**config.mk**
```make
export PLATFORM = sky130hd
export DESIGN_NAME = fetch_unit
export DESIGN_NICKNAME = d
export VERILOG_FILES = /design/src/rtl/fetch_unit.sv
export SDC_FILE = /design/constraint.sdc
export NUM_CORES = 1
export LEC_CHECK = 0
export CAP_MARGIN = 20
export CORE_AREA = 2 2 137 139
export CTS_CLUSTER_SIZE = 24
export DETAILED_ROUTE_END_ITERATION = 8
export DIE_AREA = 0 0 139 141
export GPL_TIMING_DRIVEN = 0
export PLACE_DENSITY = 0.8
export SYNTH_ARGS = -nofsm -noshare
export SYNTH_HDL_FRONTEND = slang
export SYNTH_SLANG_ARGS = --single-unit
```
**constraint.sdc**
```tcl
create_clock -name clk -period 9.35 [get_ports clk]
set_clock_uncertainty 0.05 [all_clocks]
set_input_delay 1.87 -clock clk [delete_from_list [all_inputs] [get_ports clk]]
set_output_delay 1.87 -clock clk [all_outputs]
set_load 0.01 [all_outputs]
```
**src/rtl/fetch_unit.sv**
```systemverilog
// ------------------------------------------------------------------
// fetch_unit : PC, credit-limited imem requests, in-order instr FIFO
// rev 1.0
// ------------------------------------------------------------------
`default_nettype none

module fetch_unit #(
  parameter logic [31:0] RESET_PC = 32'h0000_0000,
  parameter int          DEPTH    = 2
) (
  input  logic        clk,
  input  logic        rst,
  output logic        imem_req_valid,
  input  logic        imem_req_ready,
  output logic [31:0] imem_req_addr,
  input  logic        imem_resp_valid,
  input  logic [31:0] imem_resp_data,
  input  logic        redirect_valid,
  input  logic [31:0] redirect_pc,
  output logic        instr_valid,
  input  logic        instr_ready,
  output logic [31:0] instr,
  output logic [31:0] instr_pc,
  output logic        halted
);

  localparam int          AW    = $clog2(DEPTH);
  localparam int          CW    = AW + 1;
  localparam logic [31:0] ECALL = 32'h0000_0073;
  localparam logic [CW:0] CAP   = (CW+1)'(DEPTH);

  logic [31:0]   pc_q, pc_d;
  logic [31:0]   fifo_instr_q [DEPTH];
  logic [31:0]   fifo_pc_q    [DEPTH];
  logic [31:0]   side_pc_q    [DEPTH];
  logic [AW-1:0] f_rd_q, f_rd_d, f_wr_q, f_wr_d;
  logic [AW-1:0] s_rd_q, s_rd_d, s_wr_q, s_wr_d;
  logic [CW-1:0] count_q, count_d, out_q, out_d, drop_q, drop_d;
  logic          halted_q, halted_d;

  logic          w_req_fire, w_push, w_drop, w_pop;
  logic [CW:0]   w_credit_used;

  // Buffered plus in-flight words may never exceed the FIFO depth.
  assign w_credit_used  = {1'b0, count_q} + {1'b0, out_q};
  assign imem_req_valid = !rst && !halted_q && !redirect_valid &&
                          (drop_q == '0) && (w_credit_used < CAP);
  assign imem_req_addr  = pc_q;
  assign w_req_fire     = imem_req_valid && imem_req_ready;

  assign w_push = imem_resp_valid && !redirect_valid && (drop_q == '0);
  assign w_drop = imem_resp_valid && !redirect_valid && (drop_q != '0);

  assign instr_valid = (count_q != '0);
  assign instr       = instr_valid ? fifo_instr_q[f_rd_q] : '0;
  assign instr_pc    = instr_valid ? fifo_pc_q[f_rd_q]    : '0;
  assign halted      = halted_q;
  assign w_pop       = instr_valid && instr_ready;

  always_comb begin
    pc_d     = pc_q;
    f_rd_d   = f_rd_q;
    f_wr_d   = f_wr_q;
    s_rd_d   = s_rd_q;
    s_wr_d   = s_wr_q;
    count_d  = count_q;
    out_d    = out_q;
    drop_d   = drop_q;
    halted_d = halted_q;
    if (redirect_valid) begin
      // Everything still in flight turns stale, minus a response landing now.
      pc_d     = redirect_pc & 32'hFFFF_FFFC;
      f_rd_d   = '0;
      f_wr_d   = '0;
      s_rd_d   = '0;
      s_wr_d   = '0;
      count_d  = '0;
      out_d    = '0;
      drop_d   = drop_q + out_q - CW'(imem_resp_valid);
      halted_d = 1'b0;
    end else begin
      if (w_req_fire) begin
        pc_d   = pc_q + 32'd4;
        s_wr_d = s_wr_q + AW'(1);
      end
      if (w_push) begin
        f_wr_d = f_wr_q + AW'(1);
        s_rd_d = s_rd_q + AW'(1);
      end
      if (w_drop) begin
        drop_d = drop_q - CW'(1);
      end
      if (w_pop) begin
        f_rd_d = f_rd_q + AW'(1);
        if (instr == ECALL) begin
          halted_d = 1'b1;
        end
      end
      count_d = count_q + CW'(w_push) - CW'(w_pop);
      out_d   = out_q + CW'(w_req_fire) - CW'(w_push);
    end
  end

  always_ff @(posedge clk) begin
    if (rst) begin
      pc_q     <= RESET_PC;
      f_rd_q   <= '0;
      f_wr_q   <= '0;
      s_rd_q   <= '0;
      s_wr_q   <= '0;
      count_q  <= '0;
      out_q    <= '0;
      drop_q   <= '0;
      halted_q <= 1'b0;
    end else begin
      pc_q     <= pc_d;
      f_rd_q   <= f_rd_d;
      f_wr_q   <= f_wr_d;
      s_rd_q   <= s_rd_d;
      s_wr_q   <= s_wr_d;
      count_q  <= count_d;
      out_q    <= out_d;
      drop_q   <= drop_d;
      halted_q <= halted_d;
    end
  end

  always_ff @(posedge clk) begin
    if (!rst && w_push) begin
      fifo_instr_q[f_wr_q] <= imem_resp_data;
      fifo_pc_q[f_wr_q]    <= side_pc_q[s_rd_q];
    end
    if (!rst && w_req_fire) begin
      side_pc_q[s_wr_q] <= pc_q;
    end
  end

endmodule

`default_nettype wire

```
==> flow_metrics.env <==
export IMPL_drv_cap=0
export IMPL_dieArea_sq_um=19600
export IMPL_dp_cells=1113
export IMPL_pin_count=169
export IMPL_fin_cells=1151
export IMPL_vias=6493
export IMPL_postCtsSetupRepairBufs=0
export IMPL_register_area_sq_um=6390
export IMPL_synth_cells=703
export IMPL_clk_latency_ns=0.49
export IMPL_fin_crit_sh=0.596
export IMPL_r2r_slack_ns=6.10
export IMPL_drc=0
export IMPL_synth_ff_type="edfxtp_1"
export IMPL_initial_utilization=0.519
export IMPL_yosysWarningCount=0
export IMPL_endpoint_kind="output port"
export IMPL_cp_required_ns=7.43
export IMPL_cts_buffers=21
export IMPL_whs_ns=0.472
export IMPL_cts_tree="built"
export IMPL_hp_class="register to register"
export IMPL_clk_pin_slew_ns=0.06
export IMPL_power_leakage_nw=4.05
export IMPL_core_area_sq_um=18300
export IMPL_cp_start_kind="input port"
export IMPL_cts_root_buf="clkbuf_16"
export IMPL_status="finished, final reports clean"
export IMPL_areaGrowthSynthToFinish_pct=28.9
export IMPL_tightest_slew_ns=0.943
export IMPL_grt_start_max_net_pins=31
export IMPL_track_usage=0.219
export IMPL_fin_crit_ns=5.57
export IMPL_utilization=0.668
export IMPL_ys_ff_latch=227
export IMPL_maxSlewViolCount=0
export IMPL_final_layout_size_suffix_gt1_frac=0.110
export IMPL_async_reset_ff_frac=0
export IMPL_cts_resized=0
export IMPL_rsz0062_at_grt="no"
export IMPL_hold_viol=0
export IMPL_grt_pass1_vias=6131
export IMPL_critPathMaxFanout=10
export IMPL_grt_pass1_wl_um=33500
export IMPL_fmax_ghz=0.179
export IMPL_ys_seq_area_frac=0.674
export IMPL_vias_per_cell=5.64
export IMPL_syn_area_sq_um=9470
export IMPL_cts_max_path_buffers=3
export IMPL_num_rows=50
export IMPL_synth_edff_count=184
export IMPL_yosysUniqueCellTypes=58
export IMPL_drtIter0Drc=495
export IMPL_first_pass_iters=7
export IMPL_cts_sinks=227
export IMPL_grt_overflow=0
export IMPL_cp_arrival_ns=3.65
export IMPL_die_w_um=139
export IMPL_grt_antenna_before_repair=0
export IMPL_port_buffers=161
export IMPL_drtAntennaViolNets=0
export IMPL_ir_drop_mv=0.112
export IMPL_criticalPathCategory="input port to output port"
export IMPL_multi_input_area_sq_um=2860
export IMPL_place_congestion=0.815
export IMPL_fillCellCount=1300
export IMPL_antennaDiodeCount=0
export IMPL_nNetsFinal=982
export IMPL_finalSetupViolations=0
export IMPL_postRouteWirelength_um=22100
export IMPL_cts_max_level=1
export IMPL_wl_per_cell_um=19.2
export IMPL_die_y_um=141
export IMPL_hold_buffers=0
export IMPL_power_density_nw_per_um2=180
export IMPL_slew_headroom=0.370
export IMPL_post_dp_hpwl_um=15700
export IMPL_syn_area_per_cell_sq_um=13.5
cell usage after synthesis, drive strengths merged, types with 2 or more instances:
master,count,share of area
nor4,6,0.0040
dfxtp,43,0.091
a2bb2oi,4,0.0037
xor2,5,0.0046
ha,8,0.011
a22oi,4,0.0032
o21ai,15,0.0079
nor4b,2,0.0025
nand4,9,0.0059
a21oi,28,0.015
edfxtp,184,0.58
a31oi,15,0.0099
and4,4,0.0037
nand2,33,0.013
clkbuf,19,0.0075
or4,7,0.0055
nor2b,2,0.0013
nand3,21,0.013
mux2i,61,0.064
and2,8,0.0053
xnor2,7,0.0065
nor2,99,0.039
mux2,35,0.042
nor3,12,0.0074
buf,22,0.014
o211ai,6,0.0048
or3,3,0.0020
a32oi,3,0.0028
and3,9,0.0059
inv,12,0.0048
layer usage:
layer | wire length [um] | vias to the layer above | GRT usage
met4 | 530 | 0 | 0.0675
met5 | 0 | - | 0
met3 | 1210 | 43 | 0.0207
met1 | 9300 | 3185 | 0.302
li1 | - | 3028 | -
met2 | 11100 | 237 | 0.373
final timing paths:
| check | endpoint | cells past startpoint | startpoint |
|---|---|---|---|
| setup / recovery | imem_req_valid | 5 | redirect_valid |
| hold / removal | f_rd_q$_SDFFE_PP0P_ | 2 | f_rd_q$_SDFFE_PP0P_ |
| setup reg to reg | side_pc_q[1][10]$_DFFE_PP_ | 9 | out_q[0]$_SDFF_PP0_ |
| hold reg to reg | f_rd_q$_SDFFE_PP0P_ | 2 | f_rd_q$_SDFFE_PP0P_ |
logic make-up after synthesis:
group                    count (synthesis)  share of synthesized area
multiplexers                            96                      0.106
adder cells (fa/ha/maj)                  9                     0.0127
XOR/XNOR                                12                     0.0111
flip-flops                             227                      0.674
other                                    1                   0.000396
buffers and inverters                   54                     0.0271
AND/OR/NAND/NOR                        218                      0.111
AO/OA/AOI/OAI                           86                     0.0573
layout by cell type, fill, tap and decap left out, types with 10 or more instances in the layout:
master / count
a21oi_1: 28
a31oi_1: 15
buf_2: 10
buf_4: 10
buf_6: 10
clkbuf_1: 29
clkbuf_16: 21
clkdlybuf4s50_1: 161
dfxtp_1: 43
edfxtp_1: 184
inv_1: 11
mux2_2: 33
mux2i_1: 61
nand2_1: 33
nand3_1: 19
nor2_1: 97
o21ai_0: 11
critical path: stages:
cell	delay [ns]
clkdlybuf4s50_1	0.45
clkbuf_1	0.22
nor2_1	0.37
and2_1	0.21
clkdlybuf4s50_1	0.54
sequential cells by signal, summed over array words and instances, names as in the netlist, 2 cells and up, named ones only:
signal / cells
side_pc_q: 60
drop_q: 2
out_q: 2
count_q: 2
fifo_instr_q: 64
imem_req_addr: 30
fifo_pc_q: 60
per-stage QoR:
stage | TNS [ns] | cell area [sq um] | setup WS, ns | power, mW
after global placement | -132.09 | 11400 | -1.14 | 1.38
after CTS | 0 | 12200 | 3.77 | 2.20
final | 0 | 12200 | 3.78 | 2.19
after floorplan | 0 | 9490 | 1.94 | 1.28
after global routing | 0 | 12200 | 3.59 | 2.26
after detailed placement | 0 | 11600 | 3.79 | 1.39
where the power goes:
group	leakage [nW]	internal, mW	switching (mW)	total (mW)
Sequential	2.04	1.13	0.0273	1.15
Clock	0.313	0.480	0.341	0.821
Combinational	1.70	0.110	0.108	0.218
cell type report:
| class | instances | area share |
|---|---|---|
| flip-flops and latches | 227 | 0.523 |
| multi-input cells | 425 | 0.234 |
| repair buffers | 174 | 0.145 |
| clock buffers | 32 | 0.0472 |
| well taps | 234 | 0.0240 |
| plain buffers | 41 | 0.0170 |
| clock inverters | 5 | 0.00594 |
| inverters | 13 | 0.00400 |
Power figures use the tool's default switching activity.
